===== src/rtl/s_mem_arbiter.sv =====
// s_mem_arbiter: round-robin owner arbitration of the single-port S-array RAM among NREQ requesters.
// Optional macro S_ARB_BURST_LIMIT_EN compiles in MAX_BURST preemption while another requester waits.
module s_mem_arbiter #(
  parameter int NREQ = 3,
  parameter int T    = 16,
  parameter int W    = 32
`ifdef S_ARB_BURST_LIMIT_EN
  ,
  parameter int MAX_BURST = 8
`endif
) (
  input  logic                      clk,
  input  logic                      rst,
  input  logic [NREQ-1:0]           iReq,
  input  logic [NREQ-1:0]           iWe,
  input  logic [NREQ*$clog2(T)-1:0] iAddr,
  input  logic [NREQ*W-1:0]         iWdata,
  output logic [NREQ-1:0]           oGnt,
  output logic [NREQ-1:0]           oRvalid,
  output logic [W-1:0]              oRdata,
  output logic [$clog2(T)-1:0]      oMem_address,
  output logic [W-1:0]              oMem_wdata,
  output logic                      oMem_we,
  input  logic [W-1:0]              iMem_rdata
);

  localparam int T_LENGTH = $clog2(T);
  localparam int PW       = $clog2(NREQ);
`ifdef S_ARB_BURST_LIMIT_EN
  localparam int BW       = (MAX_BURST > 1) ? $clog2(MAX_BURST) : 1;
`endif

  typedef enum logic [1:0] {IDLE, GRANT, HANDOVER} state_t;

  state_t                state;
  logic [PW-1:0]         owner;
  logic [PW-1:0]         rr_ptr;
  logic [PW-1:0]         sel_idx;
  logic                  sel_found;
  logic [NREQ-1:0]       req_q;
  logic                  access;
  logic                  leave;
  logic [PW-1:0]         next_ptr;
`ifdef S_ARB_BURST_LIMIT_EN
  logic [BW-1:0]         burst_cnt;
`endif

  logic [T_LENGTH-1:0]   addr_arr  [NREQ];
  logic [W-1:0]          wdata_arr [NREQ];

  for (genvar g = 0; g < NREQ; g++) begin : g_unpack
    assign addr_arr[g]  = iAddr[g*T_LENGTH +: T_LENGTH];
    assign wdata_arr[g] = iWdata[g*W +: W];
  end

  // Arbitration works on the registered request vector, which gives the two-edge grant latency.
  always_comb begin
    logic [PW:0] pos;
    // NOTE: every variable gets a default before the loop so no path leaves it unassigned (no latch).
    sel_idx   = '0;
    sel_found = 1'b0;
    pos       = '0;
    for (int i = NREQ-1; i >= 0; i--) begin
      pos = {1'b0, rr_ptr} + (PW+1)'(i);
      if (pos >= (PW+1)'(NREQ)) pos = pos - (PW+1)'(NREQ);
      if (req_q[pos[PW-1:0]]) begin
        sel_idx   = pos[PW-1:0];
        sel_found = 1'b1;
      end
    end
  end

  assign access   = (state == GRANT) && iReq[owner] && oGnt[owner];
  assign next_ptr = (owner == PW'(NREQ-1)) ? '0 : owner + 1'b1;

`ifdef S_ARB_BURST_LIMIT_EN
  assign leave = !iReq[owner] ||
                 (access && (burst_cnt == BW'(MAX_BURST-1)) && (|(iReq & ~oGnt)));
`else
  assign leave = !iReq[owner];
`endif

  always_comb begin
    oMem_address = '0;
    oMem_wdata   = '0;
    oMem_we      = 1'b0;
    if (access) begin
      oMem_address = addr_arr[owner];
      oMem_wdata   = wdata_arr[owner];
      oMem_we      = iWe[owner];
    end
  end

  assign oRdata = iMem_rdata;

  always_ff @(posedge clk or negedge rst) begin
    if (!rst) begin
      state     <= IDLE;
      owner     <= '0;
      rr_ptr    <= '0;
      req_q     <= '0;
      oGnt      <= '0;
      oRvalid   <= '0;
`ifdef S_ARB_BURST_LIMIT_EN
      burst_cnt <= '0;
`endif
    end else begin
      // NOTE: non-blocking assignments so every register samples pre-edge values regardless of order.
      req_q   <= iReq;
      oRvalid <= (access && !iWe[owner]) ? (NREQ'(1) << owner) : '0;
      case (state)
        IDLE, HANDOVER: begin
          if (sel_found) begin
            state <= GRANT;
            owner <= sel_idx;
            oGnt  <= NREQ'(1) << sel_idx;
          end else begin
            state <= IDLE;
          end
        end
        GRANT: begin
`ifdef S_ARB_BURST_LIMIT_EN
          // Saturates so a lone owner is preempted on its next access once someone else arrives.
          if (access && (burst_cnt != BW'(MAX_BURST-1))) burst_cnt <= burst_cnt + 1'b1;
`endif
          if (leave) begin
            state  <= HANDOVER;
            oGnt   <= '0;
            rr_ptr <= next_ptr;
`ifdef S_ARB_BURST_LIMIT_EN
            burst_cnt <= '0;
`endif
          end
        end
        default: state <= IDLE;
      endcase
    end
  end

endmodule


===== config.mk =====
export PLATFORM = sky130hd
export DESIGN_NAME = s_mem_arbiter
export DESIGN_NICKNAME = d
export VERILOG_FILES = /design/src/rtl/s_mem_arbiter.sv
export SDC_FILE = /design/constraint.sdc
export NUM_CORES = 1
export LEC_CHECK = 0
export ABC_AREA = 1
export CAP_MARGIN = 10
export CORE_AREA = 2 2 86 88
export DETAILED_ROUTE_END_ITERATION = 12
export DIE_AREA = 0 0 88 90
export PLACE_DENSITY = 0.79
export SLEW_MARGIN = 20
export SYNTH_ARGS = -nofsm -noshare
export SYNTH_HDL_FRONTEND = slang
export SYNTH_SLANG_ARGS = --single-unit

===== constraint.sdc =====
create_clock -name clk -period 1.9 [get_ports clk]
set_input_delay 0.19 -clock clk [delete_from_list [all_inputs] [get_ports clk]]
set_output_delay 0.19 -clock clk [all_outputs]
set_load 0.005 [all_outputs]

==> results of run 1 <==
-- state kept, by name, indices dropped and copies added (netlist names) --
signal and count:
rr_ptr 2, req_q 3, owner 2, oGnt 3
state 2, oRvalid 3
-- layout make-up --
| class | count | share of cell area, % |
|---|---|---|
| Sequential cell | 15 | 10.5 |
| Inverter | 18 | 1.88 |
| Multi-Input combinational cell | 188 | 32.8 |
| Timing Repair Buffer | 189 | 50.1 |
| Tap cell | 99 | 3.44 |
| Clock buffer | 4 | 1.25 |
-- power by group through the flow --
stage	clock [mW]	sequential, mW	combinational (mW)
global route	0.285	0.509	2.88
floorplan	0	0.473	1.24
CTS	0.273	0.495	2.42
finish	0.265	0.500	2.66
detailed placement	0	0.496	2.08
global placement	0	0.487	2.04
-- Yosys cell counts --
| cell | number |
|---|---|
| a21oi_1 | 34 |
| a221oi_1 | 3 |
| a22o_1 | 2 |
| a22oi_1 | 32 |
| buf_2 | 9 |
| buf_4 | 33 |
| clkbuf_1 | 5 |
| dfrtp_1 | 15 |
| ha_1 | 3 |
| inv_1 | 16 |
| inv_2 | 2 |
| nand2_1 | 71 |
| nand3_1 | 15 |
| nand3b_1 | 1 |
| nor2_1 | 15 |
| nor2_2 | 1 |
| nor2_4 | 1 |
| nor3_1 | 3 |
| o211ai_1 | 1 |
| o21ai_0 | 6 |
-- what timing repair did --
item | in CTS | in global routing
buffers inserted | 9 | 6
pin swaps | 7 | 8
endpoints found under the setup margin | 37 | 41
gates resized for setup | 185 | 27
gates cloned | 5 | 1
-- cells by family (layout without fill, tap and decap cells) --
family                   count (synthesis)  count (layout)  synth area share (%)
buffers and inverters                   65             211                  22.0
AND/OR/NAND/NOR                        107             107                  25.4
flip-flops                              15              15                  21.8
AO/OA/AOI/OAI                           78              78                  28.6
adder cells (fa/ha/maj)                  3               3                  2.18
-- routing by layer --
layer / GRT usage (%) / wire length (microns) / vias to the layer above
li1: - / - / 1183
met1: 19.7 / 2940 / 1129
met2: 34.9 / 4340 / 127
met3: 5.33 / 683 / 14
met4: 6.28 / 146 / 0
met5: 0 / 0 / -
-- how the worst min path moves through the flow --
stage                    from          to  cells after the start  slack [ns]
4_1_cts                   rst    req_q[1]                      1        0.37
3_5_place_dp   iMem_rdata[20]  oRdata[20]                      0        0.38
5_1_grt        iMem_rdata[14]  oRdata[14]                      0        0.38
3_3_place_gp   iMem_rdata[20]  oRdata[20]                      0        0.38
2_1_floorplan             rst     oGnt[0]                      0       -0.11
6_report                  rst    req_q[1]                      1        0.34
-- per-stage QoR --
stage	setup slack [ns]	instance area (sq um)	total power [mW]	hold WS [ns]	setup TNS [ns]
finish	-0.0643	3600	3.43	0.342	-0.922
CTS	-0.134	3440	3.19	0.367	-2.00
detailed placement	-0.221	3250	2.58	0.380	-5.91
floorplan	0.284	1720	1.71	-0.106	0
global placement	-0.228	3250	2.53	0.380	-6.11
global route	-0.125	3600	3.67	0.380	-3.55
-- critical path, stage by stage, from the launching register on --
cell     delay, ns
dfrtp_2       0.46
nor2_4        0.17
nand2_1       0.09
nand3_2       0.11
nand3_4       0.11
buf_8         0.18
buf_16        0.14
a21oi_4       0.11
buf_2         0.14
==> results.cfg, run 1 <==
[cells_and_area]
syn_to_final_growth_pct = 109
multi_input_area_sq_um = 1180
layout_commonest_cell = clkdlybuf4s50_1
most-common-layout-cells = clkdlybuf4s50_1 (121), nand2_1 (67), buf_2 (37)
post-route-util_pct = 51.3
layout.cells.non_filler = 513
drive_gt1_share_pct = 28.3
fin_nets = 566
diodes = 0
regArea_sq_um = 378
fillers = 684

[timing]
finalSetupViolCount = 32
setup_ws_ns = -0.0643
min_period_ns = 1.96
fin_crit_sh_pct = 103
skew_ns = 0.000805
max_slew_margin_pct = 55.5
rsz0062_at_grt = true
hold_viol_final = 0
max_freq_mhz = 509
tightestPinTransition_ns = 0.665
slew_viol_final = 0

[clocking]
cts_sinks = 15
hold_buffers = 0
clk_path_buf_depth = 2
cts_root_buf = clkbuf_8
cts_buffers = 3
clk_pin_slew_worst_paths_ns = 0.06
cts_tree = built
clock_latency_ns = 0.25
ctsHtreeMaxLevel = 1

[yosys]
synth_area_per_cell_sq_um = 6.42
synth_top_area_share_pct = 21.8
yosys_warnings = 0
synth-seq-cells = 15
yosysTopAreaCell = dfrtp_1
netlist_area_sq_um = 1720
ys_seq_area_share_pct = 21.8
syn-num-nets = 419
synth_cell_types = 20
synthCells = 268
ys_top_cells_by_area = dfrtp_1 (22%), nand2_1 (15%), buf_4 (14%)

[detailed_routing]
detail-route-antenna-nets = 0
drtIter0Drc = 88
drc_errors = 0
num_vias = 2453
viasPerCell = 4.78
drtPass1Iterations = 4
wirelength_microns = 8110
wire_per_inst_microns = 15.8

[placement]
port_buffers = 158
place_congestion = 0.861
dp.cells = 491
dp_hpwl_microns = 5680

[power]
pwr-share-clk_pct = 7.7
powerDensity_nw_per_um2 = 952
p_leak_nw = 1.55
p_int_mw = 1.82
power_switching_mw = 1.61
combinationalPowerShare_pct = 77.7
sw_frac_of_total_pct = 46.9
peakVddDrop_v = 0.000347
seqPwrFrac_pct = 14.6

[run_status]
status = finished, violations left
violations = negative setup slack

[grt]
antenna_found_initial = 0
grt.total_usage_pct = 18.8
grt_max_degree = 22
grt_pass1_vias = 2384
gr-total-overflow = 0
grt_pass1_wl_microns = 11700

[setup_path]
crit_end = oMem_wdata[4]
crit_start = owner[0]
r2r_end = oGnt[1]
crit_type = reg -> out
reg2reg_from = rr_ptr[0]
cp_max_fo = 5
crit_path_end_kind = output pin
reg2reg_depth = 11
critPathRequiredTime_ns = 1.71
critical_path.startpoint_type = register
crit_arrival_ns = 1.77
r2r_slack_ns = 0.20

[floorplan]
die_w_microns = 88
die_area_sq_um = 7920
row_count = 31
initial_core_util_pct = 24.5
num_io_pins = 223
die_h_microns = 90
core_area_sq_um = 7020

[min_path]
hold_class = in -> async

[flow_run]
cap_violations = 0
No activity file was read; power rests on OpenSTA's default activity.
==> run 2: changes to the inputs <==
--- a/config.mk
+++ b/config.mk
@@ -11,7 +11,6 @@
 export DETAILED_ROUTE_END_ITERATION = 12
 export DIE_AREA = 0 0 88 90
 export PLACE_DENSITY = 0.79
-export SLEW_MARGIN = 20
 export SYNTH_ARGS = -nofsm -noshare
 export SYNTH_HDL_FRONTEND = slang
 export SYNTH_SLANG_ARGS = --single-unit
==> results of run 2 <==
Final layout, timing and power as in run 1 (identical DEF).
==> run 3: changes to the inputs <==
--- a/config.mk
+++ b/config.mk
@@ -6,7 +6,7 @@
 export NUM_CORES = 1
 export LEC_CHECK = 0
 export ABC_AREA = 1
-export CAP_MARGIN = 10
+export CAP_MARGIN = 30
 export CORE_AREA = 2 2 86 88
 export DETAILED_ROUTE_END_ITERATION = 12
 export DIE_AREA = 0 0 88 90
==> results of run 3 <==
Final layout, timing and power as in run 1 (identical DEF).
